## src/rtl/mod_counter_pkg.sv

```systemverilog
// Shared constants for the modulo up/down counter: default geometry and direction encodings.
package mod_counter_pkg;

    localparam int     DEFAULT_WIDTH   = 4;
    localparam longint DEFAULT_MODULUS = 16;

    localparam logic DIR_UP   = 1'b1;
    localparam logic DIR_DOWN = 1'b0;

endpackage

```

## src/rtl/mod_counter_next.sv

```systemverilog
// Combinational next-count and wrap/overflow event logic for mod_updown_counter.
module mod_counter_next
    import mod_counter_pkg::*;
#(
    parameter int     WIDTH   = DEFAULT_WIDTH,
    parameter longint MODULUS = DEFAULT_MODULUS
) (
    input  logic [WIDTH-1:0] count,
    input  logic             up_dn,
    input  logic             sat_mode,
    output logic [WIDTH-1:0] next_count,
    output logic             at_term,
    output logic             wrap_evt,
    output logic             ovf_evt
);

    localparam logic [WIDTH-1:0] MAX_VAL = WIDTH'(MODULUS - 1);

    logic at_top;
    logic at_bot;

    assign at_top  = (count == MAX_VAL);
    assign at_bot  = (count == '0);
    assign at_term = (up_dn == DIR_UP) ? at_top : at_bot;

    // A step at the terminal value is always an overflow; it only wraps when not saturating.
    assign ovf_evt  = at_term;
    assign wrap_evt = at_term & ~sat_mode;

    always_comb begin
        next_count = count;
        if (at_term) begin
            if (!sat_mode) begin
                next_count = (up_dn == DIR_UP) ? '0 : MAX_VAL;
            end
        end else if (up_dn == DIR_UP) begin
            next_count = count + 1'b1;
        end else begin
            next_count = count - 1'b1;
        end
    end

endmodule

```

## src/rtl/mod_updown_counter.sv

```systemverilog
// Modulo-MODULUS up/down counter with clamped load, wrap pulse and sticky overflow.
// Define MOD_UPDOWN_COUNTER_SAT_EN to add the sat_mode input (saturate instead of wrap).
module mod_updown_counter
    import mod_counter_pkg::*;
#(
    parameter int     WIDTH   = DEFAULT_WIDTH,
    parameter longint MODULUS = DEFAULT_MODULUS
) (
    input  logic             clk,
    input  logic             rst,
    input  logic             en,
    input  logic             up_dn,
    input  logic             load,
    input  logic [WIDTH-1:0] load_val,
    input  logic             clr_ovf,
`ifdef MOD_UPDOWN_COUNTER_SAT_EN
    input  logic             sat_mode,
`endif
    output logic [WIDTH-1:0] count,
    output logic             tc,
    output logic             wrap,
    output logic             ovf
);

    localparam logic [WIDTH-1:0] MAX_VAL = WIDTH'(MODULUS - 1);

    logic             sat;
    logic [WIDTH-1:0] next_count;
    logic             wrap_evt;
    logic             ovf_evt;
    logic             step;
    logic [WIDTH-1:0] load_clamped;

`ifdef MOD_UPDOWN_COUNTER_SAT_EN
    assign sat = sat_mode;
`else
    assign sat = 1'b0;
`endif

    mod_counter_next #(
        .WIDTH   (WIDTH),
        .MODULUS (MODULUS)
    ) u_next (
        .count      (count),
        .up_dn      (up_dn),
        .sat_mode   (sat),
        .next_count (next_count),
        .at_term    (tc),
        .wrap_evt   (wrap_evt),
        .ovf_evt    (ovf_evt)
    );

    // Load has priority over counting, so a step only happens when load is low.
    assign step         = en & ~load;
    assign load_clamped = (load_val > MAX_VAL) ? MAX_VAL : load_val;

    always_ff @(posedge clk or negedge rst) begin
        if (!rst) begin
            count <= '0;
            wrap  <= 1'b0;
            ovf   <= 1'b0;
        end else begin
            if (load) begin
                count <= load_clamped;
            end else if (en) begin
                count <= next_count;
            end

            wrap <= step & wrap_evt;

            if (step & ovf_evt) begin
                ovf <= 1'b1;
            end else if (clr_ovf) begin
                ovf <= 1'b0;
            end
        end
    end

endmodule

```

## config.mk

```make
export PLATFORM = sky130hd
export DESIGN_NAME = mod_updown_counter
export DESIGN_NICKNAME = d
export VERILOG_FILES = /design/src/rtl/mod_counter_pkg.sv /design/src/rtl/mod_counter_next.sv /design/src/rtl/mod_updown_counter.sv
export SDC_FILE = /design/constraint.sdc
export NUM_CORES = 1
export LEC_CHECK = 0
export ABC_CLOCK_PERIOD_IN_PS = 1900
export CORE_AREA = 2 2 39 41
export DETAILED_ROUTE_END_ITERATION = 16
export DIE_AREA = 0 0 41 43
export GPL_TIMING_DRIVEN = 0
export PLACE_DENSITY = 0.71
export SETUP_SLACK_MARGIN = 0.15
export SLEW_MARGIN = 0
export SYNTH_ARGS = -nofsm -noshare
export SYNTH_HDL_FRONTEND = slang
export SYNTH_SLANG_ARGS = --single-unit
```

## constraint.sdc

```tcl
create_clock -name clk -period 1.9 [get_ports clk]
set_input_delay 0.285 -clock clk [delete_from_list [all_inputs] [get_ports clk]]
set_output_delay 0.285 -clock clk [all_outputs]
set_load 0.05 [all_outputs]
```

==> reports/metrics.csv <==
metric,value,unit
Die Area,1760,um^2
clock root buffer,clkbuf_4,
Final ANT Viol Nets,0,
area grow syn2layout,53.1,%
"most common cell after layout, fill and taps aside",clkdlybuf4s50_1,
Gate Count Post-Synth,43,
Via density,4.84,
Slew Limit Headroom,66.8,%
utilization after layout,44.8,%
Die X,41,um
CTS tree,yes,
clk buf depth,2,
Num CTS Buffers,3,
nets@finish,78,
total number of vias,387,
most frequent cells in the layout,"clkdlybuf4s50_1 (8), nor2_1 (4), o21ai_0 (4), dlygate4sd2_1 (4)",
Detailed Place HPWL,743,um
htree depth,1,
asr flop ratio synth,100,%
Initial DRC Count,7,
number of max-cap violations,0,
Synth Area in Simple Gates,16.0,%
Reg2Reg Capture Point,count[1]$_DFFE_PN0P_,
ratio of cells with drive above 1 in the final layout,20.3,%
Yosys Warn Count,0,
sequential element share of the synthesized area,37.0,%
initial antenna violation count,0,
"Reg clk slew, reported paths",0.05,ns
switch share,37.3,%
gpl congestion,0.737,
largest family of logic cells by synthesized area,compound AO/OA/AOI/OAI gates,
Peak VDD IR,357,uV
Worst setup EP type,primary output,
vias in the first global route,393,
Synth Area in Compound Gates,23.1,%
DIE HEIGHT,43,um
Post-synth EDFFs,0,
Worst Skew,0.00663,ns
fin crit period,1.87,ns
Post-Synth XOR/XNOR Area,8.64,%
kind of critical path,reg -> out,
Final Hold Violating Endpoints,0,
total track usage,13.5,%
Synth Area in Adders,11.1,%
Syn Nets,56,
Reg2Reg Depth,4,
unrepaired setup endpoints after global routing,true,
Highest Clock Rate,0.534,GHz
I/O pins,17,
grt ovf,0,
CP Launch Type,flop,
Final WS setup,0.0285,ns
Fillers,144,
mux cell area share after synthesis,0,%
Slew Limit Fails,0,
worst skew pair latency,0.24,ns
largest net degree at the start of global routing,10,
clock power share,25.4,%
status,completed,
mapped cell area,405,um^2
pwr dens,809,nW/um^2
Comb pwr share,42.4,%
Routed WL,991,um
crit path launch,count[2]$_DFFE_PN0P_,
"FF+latch count, synth",6,
period utilization,98.5,%
Worst Path Arrival,1.59,ns
Rows,14,
"Setup violations, final",0,
Worst R2R Setup Slack,0.31,ns
leakage dissipation,0.291,nW
dpl cells,73,
Worst Max-Slew Pin Slew,0.498,ns
"Distinct cells, synth",24,
Antenna Cells,0,
Worst EP required,1.62,ns
Critical R2R Launch,count[2]$_DFFE_PN0P_,
routed len/inst,12.4,um
"Avg Cell Area, Syn",9.43,um^2
# DRC,0,
Worst Path Max Fanout,3,
Core ar.,1380,um^2
Worst Hold Class,in -> async,
PortBufs,14,
Internal,0.315,mW
Net Sw Power,0.187,mW
first-pass GRT wire length,1.59,mm
Total Power,0.502,mW
Setup crit end,tc,
pre-CTS WS,-0.586,ns
Starting Density,29.3,%
dominant synthesized flop cell,dfrtp_1,
fin cells,80,
Initial DRT Pass Iterations,3,
Seq pwr share,32.2,%
# clock sinks,6,
post-cts hold buffer count,0,
-- repair_timing --
item / 4_1_cts / 5_1_grt
setup buffers: 3 / 0
resized for setup: 12 / 1
setup endpoints to repair: 6 / 2
-- layer usage --
metal / up-vias / part of all wire (%) / GRT usage [%]
li1: 195 / - / -
met1: 181 / 43 / 15.1
met2: 9 / 50 / 21.6
met3: 2 / 4.2 / 4.71
met4: 0 / 1.9 / 6.00
met5: - / 0 / 0
-- logic make-up after synthesis --
family                   count (synthesis)
buffers and inverters                    4
AND/OR/NAND/NOR                         12
AO/OA/AOI/OAI                           14
XOR/XNOR                                 4
adder cells (fa/ha/maj)                  3
flip-flops                               6
-- power by group through the flow --
| stage | clock network (mW) | logic (mW) | registers, mW |
|---|---|---|---|
| after floorplan | 0 | 0.0858 | 0.213 |
| after global placement | 0 | 0.196 | 0.169 |
| after detailed placement | 0 | 0.198 | 0.170 |
| after CTS | 0.131 | 0.215 | 0.162 |
| after global routing | 0.141 | 0.231 | 0.165 |
| final | 0.127 | 0.213 | 0.162 |
-- worst min path at each step --
stage | end | slack (ns) | depth (start not counted)
after floorplan | count[0]$_DFFE_PN0P_ | -0.01 | 0
after detailed placement | ovf$_DFFE_PN0P_ | 0.48 | 1
final | count[1]$_DFFE_PN0P_ | 0.28 | 1
after global placement | ovf$_DFFE_PN0P_ | 0.46 | 1
after CTS | count[1]$_DFFE_PN0P_ | 0.29 | 1
after global routing | count[1]$_DFFE_PN0P_ | 0.29 | 1
-- area by class of cell --
cell class	count	area [um^2]	share of cell area, %
multi-input cells	33	243	39.1
repair buffers	17	161	26.0
plain buffers	2	8.76	1.41
clock buffers	4	26.3	4.23
inverters	2	7.51	1.21
well taps	16	20.0	3.23
flip-flops and latches	6	154	24.8
-- stage by stage --
step,hold WS [ns],cell area [um^2],setup TNS [ns]
floorplan,-0.0106,413,0
global placement,0.463,573,-0.887
detailed placement,0.485,573,-0.943
CTS,0.287,618,0
global route,0.289,621,-0.0285
finish,0.277,621,0
-- worst max-delay path, stage by stage, from the launching register on --
cell and delay (ns):
dfrtp_2 0.41, or2_1 0.23, or4_4 0.45, o21ai_2 0.08, buf_6 0.17
-- state kept, by name, summed over array words and instances (netlist names) --
signal and count:
count 4, wrap 1, ovf 1
-- synth_stat cells, types with 2 or more instances --
| cell type | count | area [um^2] |
|---|---|---|
| dfrtp_1 | 6 | 150 |
| ha_1 | 2 | 25.0 |
| nor2_1 | 4 | 15.0 |
| nand2_1 | 2 | 7.51 |
| a21o_1 | 3 | 22.5 |
| o21ai_0 | 5 | 25.0 |
| xnor2_1 | 3 | 26.3 |
| inv_1 | 2 | 7.51 |
No activity file was read; power rests on OpenSTA's default activity.
